===== config.mk =====
export PLATFORM = sky130hd
export DESIGN_NAME = dp_hdr_seg_writer
export DESIGN_NICKNAME = d
export VERILOG_FILES = /design/src/rtl/dp_hdr_seg_writer.sv
export SDC_FILE = /design/constraint.sdc
export NUM_CORES = 1
export LEC_CHECK = 0
export ABC_AREA = 1
export ABC_CLOCK_PERIOD_IN_PS = 2000
export BUFFER_PORTS_ARGS = -buffer_cell sky130_fd_sc_hd__buf_2
export CORE_AREA = 4 4 422 424
export DETAILED_ROUTE_END_ITERATION = 8
export DIE_AREA = 0 0 426 428
export SYNTH_ARGS = -nofsm -noshare
export SYNTH_HDL_FRONTEND = slang
export SYNTH_SLANG_ARGS = --single-unit

===== constraint.sdc =====
create_clock -name axis_clk -period 2 [get_ports axis_clk]
set_input_delay 0.3 -clock axis_clk [delete_from_list [all_inputs] [get_ports axis_clk]]
set_output_delay 0.3 -clock axis_clk [all_outputs]
set_load 0.005 [all_outputs]

===== src/rtl/dp_hdr_seg_writer.sv =====
// rtl/dp_hdr_seg_writer.sv - header segment writer with registered AXIS pass-through
//
// Copies the first SEG_NUM beats of every packet into the header segment store
// (o_dp_segs_wea/addra/tdata). Bytes with tkeep=0 are written as zero. Short
// packets are zero-filled up to SEG_NUM segments. o_dp_segs_valid pulses with
// the final segment write. The packet itself leaves unchanged through a
// one-stage register.
//
// Ports:
//   axis_clk, areset      clock, synchronous active-high reset
//   s_axis_*              packet input (tdata/tuser/tkeep/tvalid/tlast/tready)
//   m_axis_*              registered packet output
//   o_dp_segs_tdata       segment write data (tkeep-masked or zero fill)
//   o_dp_segs_wea         segment write enable, one cycle per segment
//   o_dp_segs_addra       segment index
//   o_dp_segs_valid       header image complete, single-cycle pulse
//   o_hdr_beats           number of real beats in the header, 1..SEG_NUM
module dp_hdr_seg_writer #(
    parameter int C_AXIS_DATA_WIDTH  = 256,
    parameter int C_AXIS_TUSER_WIDTH = 128,
    parameter int SEG_ADDR           = 3,
    parameter int SEG_NUM            = 4
) (
    input  logic                              axis_clk,
    input  logic                              areset,
    input  logic [C_AXIS_DATA_WIDTH-1:0]      s_axis_tdata,
    input  logic [C_AXIS_TUSER_WIDTH-1:0]     s_axis_tuser,
    input  logic [C_AXIS_DATA_WIDTH/8-1:0]    s_axis_tkeep,
    input  logic                              s_axis_tvalid,
    input  logic                              s_axis_tlast,
    output logic                              s_axis_tready,
    output logic [C_AXIS_DATA_WIDTH-1:0]      m_axis_tdata,
    output logic [C_AXIS_TUSER_WIDTH-1:0]     m_axis_tuser,
    output logic [C_AXIS_DATA_WIDTH/8-1:0]    m_axis_tkeep,
    output logic                              m_axis_tvalid,
    output logic                              m_axis_tlast,
    input  logic                              m_axis_tready,
    output logic [C_AXIS_DATA_WIDTH-1:0]      o_dp_segs_tdata,
    output logic                              o_dp_segs_wea,
    output logic [SEG_ADDR-1:0]               o_dp_segs_addra,
    output logic                              o_dp_segs_valid,
    output logic [SEG_ADDR:0]                 o_hdr_beats
);

    localparam int KEEP_W = C_AXIS_DATA_WIDTH / 8;
    localparam logic [SEG_ADDR:0] LAST_IDX = (SEG_ADDR + 1)'(SEG_NUM - 1);
    localparam logic [SEG_ADDR:0] SEG_CNT  = (SEG_ADDR + 1)'(SEG_NUM);
    localparam logic [SEG_ADDR:0] CNT_ONE  = (SEG_ADDR + 1)'(1);

    typedef enum logic [1:0] {
        HDR  = 2'd0,
        BODY = 2'd1,
        FILL = 2'd2
    } state_t;

    state_t                         state_q;
    logic [SEG_ADDR:0]              beat_cnt_q;
    logic                           accept;
    logic [C_AXIS_DATA_WIDTH-1:0]   seg_masked;

    // FILL owns the segment write port, so input is held off while it runs.
    assign s_axis_tready = (m_axis_tready || !m_axis_tvalid) && (state_q != FILL);
    assign accept        = s_axis_tvalid && s_axis_tready;

    always_comb begin
        seg_masked = '0;
        for (int i = 0; i < KEEP_W; i++) begin
            seg_masked[i*8 +: 8] = s_axis_tkeep[i] ? s_axis_tdata[i*8 +: 8] : 8'h00;
        end
    end

    // Pass-through register stage.
    always_ff @(posedge axis_clk) begin
        if (areset) begin
            m_axis_tdata  <= '0;
            m_axis_tuser  <= '0;
            m_axis_tkeep  <= '0;
            m_axis_tvalid <= 1'b0;
            m_axis_tlast  <= 1'b0;
        end else if (accept) begin
            m_axis_tdata  <= s_axis_tdata;
            m_axis_tuser  <= s_axis_tuser;
            m_axis_tkeep  <= s_axis_tkeep;
            m_axis_tvalid <= 1'b1;
            m_axis_tlast  <= s_axis_tlast;
        end else if (m_axis_tready) begin
            m_axis_tvalid <= 1'b0;
        end
    end

    // Segment writer FSM; data/addra hold their last value between writes.
    always_ff @(posedge axis_clk) begin
        if (areset) begin
            state_q         <= HDR;
            beat_cnt_q      <= '0;
            o_dp_segs_tdata <= '0;
            o_dp_segs_wea   <= 1'b0;
            o_dp_segs_addra <= '0;
            o_dp_segs_valid <= 1'b0;
            o_hdr_beats     <= '0;
        end else begin
            o_dp_segs_wea   <= 1'b0;
            o_dp_segs_valid <= 1'b0;
            case (state_q)
                HDR: begin
                    if (accept) begin
                        o_dp_segs_wea   <= 1'b1;
                        o_dp_segs_addra <= beat_cnt_q[SEG_ADDR-1:0];
                        o_dp_segs_tdata <= seg_masked;
                        if (beat_cnt_q == LAST_IDX) begin
                            o_dp_segs_valid <= 1'b1;
                            o_hdr_beats     <= SEG_CNT;
                            beat_cnt_q      <= '0;
                            state_q         <= s_axis_tlast ? HDR : BODY;
                        end else begin
                            beat_cnt_q <= beat_cnt_q + CNT_ONE;
                            if (s_axis_tlast) begin
                                o_hdr_beats <= beat_cnt_q + CNT_ONE;
                                state_q     <= FILL;
                            end
                        end
                    end
                end
                FILL: begin
                    o_dp_segs_wea   <= 1'b1;
                    o_dp_segs_addra <= beat_cnt_q[SEG_ADDR-1:0];
                    o_dp_segs_tdata <= '0;
                    if (beat_cnt_q == LAST_IDX) begin
                        o_dp_segs_valid <= 1'b1;
                        beat_cnt_q      <= '0;
                        state_q         <= HDR;
                    end else begin
                        beat_cnt_q <= beat_cnt_q + CNT_ONE;
                    end
                end
                BODY: begin
                    if (accept && s_axis_tlast) begin
                        beat_cnt_q <= '0;
                        state_q    <= HDR;
                    end
                end
                default: begin
                    beat_cnt_q <= '0;
                    state_q    <= HDR;
                end
            endcase
        end
    end

endmodule


==> summary.log <==
qor: status.outcome complete, no violations
qor: detailed_routing.via_per_inst 4.259
qor: synth.synth_commonest_cells sky130_fd_sc_hd__dfxtp_1 (689), sky130_fd_sc_hd__nor2_1 (683), sky130_fd_sc_hd__a21oi_1 (355), sky130_fd_sc_hd__nand3_1 (346), sky130_fd_sc_hd__o21ai_0 (338)
qor: die.fp.coreArea 173800 µm²
qor: cts.clock_sink_count 689
qor: min_path.min-delay-start s_axis_tkeep[18]
qor: synth.yosys_warnings 0
qor: die.start_util 0.1430
qor: sta.finalHoldViolations 0
qor: grt.global_route_wire_length_before_repair 218000 µm
qor: flow_run.max_cap_violations 0
qor: sta.setup_repair_after_global_routing_missed_its_margin false
qor: min_path.hold_path.class input pin to flop
qor: detailed_routing.total_routed_length 158500 µm
qor: final_layout.layout.nets 4989
qor: synth.total_of_flip_flops_plus_latches_after_synthesis 689
qor: detailed_routing.drt.antenna.violating_nets 0
qor: final_layout.fill_cells 19213
qor: worst_setup_path.timing.critical_path.from_type flop
qor: cts.cts-buffers-inserted 82
qor: cts.clock_tree.buffer_depth 3
qor: placement.cell_area_reported_after_detailed_placement 33740 µm²
qor: synth.synth_seq_area_share 0.5548
qor: placement.dp_hpwl 122500 µm
qor: worst_setup_path.critPathLaunch state_q[0]
qor: final_layout.fin_area 40670 µm²
qor: synth.synth.most_common_cell sky130_fd_sc_hd__dfxtp_1
qor: sta.final.setup.tns 0 ns
qor: grt.grt_antenna_before_repair 69
qor: placement.place_ws -0.1978 ns
qor: sta.worst_skew 0.05617 ns
qor: worst_setup_path.path_max_fanout 4
qor: detailed_routing.drc 0
qor: grt.grt_pass1_vias 28484
qor: synth.number_of_synthesized_flops_with_an_enable_pin 0
qor: synth.async_reset_ff_frac 0
qor: detailed_routing.dr.first_iter.drc_count 2617
qor: sta.final_max_slew_viol_count 0
qor: sta.worst_slew_pin_slew 0.8810 ns
qor: die.rows 153
qor: cts.insertion_delay 0.72 ns
qor: sta.setup_viol_count_final 0
qor: die.io_pins 1105
qor: final_layout.layout.core_utilization 0.2340
qor: final_layout.multi_input_gate_area_in_the_final_layout 9673 µm²
qor: final_layout.syn2layout_area_growth 63.58%
qor: die.die_area 182300 µm²
qor: worst_setup_path.worstPathRequired 1.70 ns
qor: detailed_routing.drt_pre_antenna_iters 6
qor: placement.dp_cells 6392
qor: detailed_routing.vias 29748
qor: cts.h-tree-depth 3
qor: worst_setup_path.crit_type flop to output port
qor: synth.synth_area_leaders sky130_fd_sc_hd__dfxtp_1 (55%), sky130_fd_sc_hd__nor2_1 (10%), sky130_fd_sc_hd__a21oi_1 (7.1%)
qor: sta.post-route-min-period 1.886 ns
qor: synth.synth_area 24860 µm²
qor: grt.gr-usage-all-layers 0.1652
qor: synth.mapped_avg_cell_area 8.007 µm²
qor: final_layout.area.sequential 13800 µm²
qor: power.cellLeakagePower 18.02 nW
qor: worst_setup_path.rr_startpoint state_q[1]
qor: die.die_w 426 µm
qor: grt.gr-total-overflow 0
qor: placement.gpl.final_weighted_congestion 0.9397
qor: power.ir_worst_vdd 0.0006906 V
qor: placement.buffer_ports.inserted 1104
qor: cts.tritoncts built
qor: sta.finalWorstSetupSlack 0.1145 ns
qor: final_layout.final_cell_count_no_fill 6985
qor: sta.slew-limit-headroom 0.4127
qor: synth.netlist.area_leader.share 0.5548
qor: final_layout.fraction_of_final_layout_cells_with_drive_strength_greater_than_1 0.3013
qor: synth.synth.net_count 3527
qor: detailed_routing.wire_per_inst 22.69 µm
qor: cts.clockRootBuffer sky130_fd_sc_hd__clkbuf_16
qor: sta.achievable-frequency 0.5304 GHz
qor: synth.synth.largest_area_cell sky130_fd_sc_hd__dfxtp_1
qor: synth.synth_cell_types 21
qor: die.die-height 428 µm
qor: synth.ys_dominant_reg_cell sky130_fd_sc_hd__dfxtp_1
qor: worst_setup_path.cp.arrival 1.59 ns
qor: sta.final.period_utilization 0.9428
qor: cts.worst_setup_hold_path_clk_slew 0.06 ns
qor: worst_setup_path.endpoint_kind output port
qor: power.pwr_density_cell 1169 nW/µm²
qor: grt.maximum_number_of_pins_on_one_net_before_global_route_repair 109
qor: synth.synthesis.instances 3105
## worst max-delay path, cell delays in order, from the launching register on
cell                      delay, ns
sky130_fd_sc_hd__dfxtp_4       0.36
sky130_fd_sc_hd__inv_6         0.09
sky130_fd_sc_hd__nand2_8       0.05
sky130_fd_sc_hd__nand2_4       0.08
sky130_fd_sc_hd__buf_6         0.12
sky130_fd_sc_hd__inv_4         0.05
sky130_fd_sc_hd__buf_2         0.12
## layout by cell type (no fill, tap or decap), types with 2 or more instances in the layout
master | Yosys | layout
sky130_fd_sc_hd__inv_6 | 0 | 4
sky130_fd_sc_hd__inv_1 | 24 | 22
sky130_fd_sc_hd__nor2_2 | 0 | 5
sky130_fd_sc_hd__clkinv_2 | 0 | 11
sky130_fd_sc_hd__nand2_1 | 196 | 193
sky130_fd_sc_hd__clkbuf_1 | 162 | 23
sky130_fd_sc_hd__clkinv_16 | 0 | 4
sky130_fd_sc_hd__nand2_4 | 0 | 2
sky130_fd_sc_hd__o21ai_0 | 338 | 338
sky130_fd_sc_hd__dlygate4sd3_1 | 0 | 416
sky130_fd_sc_hd__clkinv_4 | 0 | 2
sky130_fd_sc_hd__clkbuf_16 | 0 | 82
sky130_fd_sc_hd__dfxtp_1 | 689 | 686
sky130_fd_sc_hd__buf_12 | 0 | 47
sky130_fd_sc_hd__buf_4 | 30 | 104
sky130_fd_sc_hd__inv_8 | 0 | 2
sky130_fd_sc_hd__clkinvlp_4 | 0 | 2
sky130_fd_sc_hd__nand3_1 | 346 | 346
sky130_fd_sc_hd__dfxtp_2 | 0 | 2
sky130_fd_sc_hd__nor2_1 | 683 | 678
sky130_fd_sc_hd__nand4_1 | 170 | 170
sky130_fd_sc_hd__diode_2 | 0 | 34
sky130_fd_sc_hd__nand2_2 | 2 | 2
sky130_fd_sc_hd__buf_2 | 82 | 1103
sky130_fd_sc_hd__a21oi_1 | 355 | 355
sky130_fd_sc_hd__clkbuf_8 | 0 | 11
sky130_fd_sc_hd__bufinv_16 | 0 | 3
## path summary, 6_finish.rpt
| path | cells past startpoint | slack [ns] | to |
|---|---|---|---|
| worst min register to register | 2 | 0.46 | m_axis_tdata[196] |
| worst max register to register | 8 | 0.15 | o_dp_segs_tdata[220] |
| worst min-delay path | 3 | 0.13 | m_axis_tkeep[18] |
| worst max-delay path | 6 | 0.11 | s_axis_tready |
## per-layer routing
| metal | vias up | wire length [µm] | GRT usage |
|---|---|---|---|
| li1 | 13510 | - | - |
| met1 | 14268 | 61730 | 0.1999 |
| met2 | 1567 | 72050 | 0.2647 |
| met3 | 373 | 13780 | 0.04220 |
| met4 | 30 | 10740 | 0.09525 |
| met5 | - | 192 | 0 |
## what timing repair did
| item | in CTS | in global routing |
|---|---|---|
| endpoints found under the setup margin | 9 | 12 |
| hold buffers | 416 | 0 |
| setup buffers | 0 | 0 |
| endpoints found under the hold margin | 669 | 0 |
| resized for setup | 5 | 9 |
## area by class of cell
| cell class | instances | area share |
|---|---|---|
| clock buffers | 116 | 0.05630 |
| clock inverters | 27 | 0.008860 |
| inverters | 26 | 0.002953 |
| multi-input cells | 2096 | 0.2378 |
| well taps | 2325 | 0.07153 |
| repair buffers | 1672 | 0.2811 |
| flip-flops and latches | 689 | 0.3393 |
| diodes | 34 | 0.002092 |
## logic make-up after synthesis
kind of cell / count (synthesis) / synth area share
xor+xnor: 2 / 0.0007047
flops: 689 / 0.5548
buf+inv: 320 / 0.05788
fa+ha+maj: 1 / 0.0005032
compound gates: 694 / 0.1398
simple gates: 1399 / 0.2463
## sequential cells by signal, indices dropped and copies added (netlist names)
signal and count:
m_axis_tuser 128, o_dp_segs_valid 1, o_dp_segs_addra 3, o_dp_segs_tdata 256, o_hdr_beats 4, state_q 2
o_dp_segs_wea 1, m_axis_tdata 256, m_axis_tlast 1, beat_cnt_q 4, m_axis_tvalid 1, m_axis_tkeep 32
## where the power goes
group | internal, mW | total, mW | switching (mW) | leakage [nW]
Clock | 8.46 | 15.1 | 6.62 | 1.29
Sequential | 16.0 | 17.2 | 1.23 | 5.67
Combinational | 5.48 | 15.2 | 9.75 | 11.1
## stage by stage
stage	power [mW]	hold WS, ns
after floorplan	23.78	0.4349
after global placement	31.81	0.4431
after detailed placement	31.94	0.4491
after CTS	48.07	0.02855
after global routing	50.01	0.06846
final	47.54	0.1287
Power figures use the tool's default switching activity.
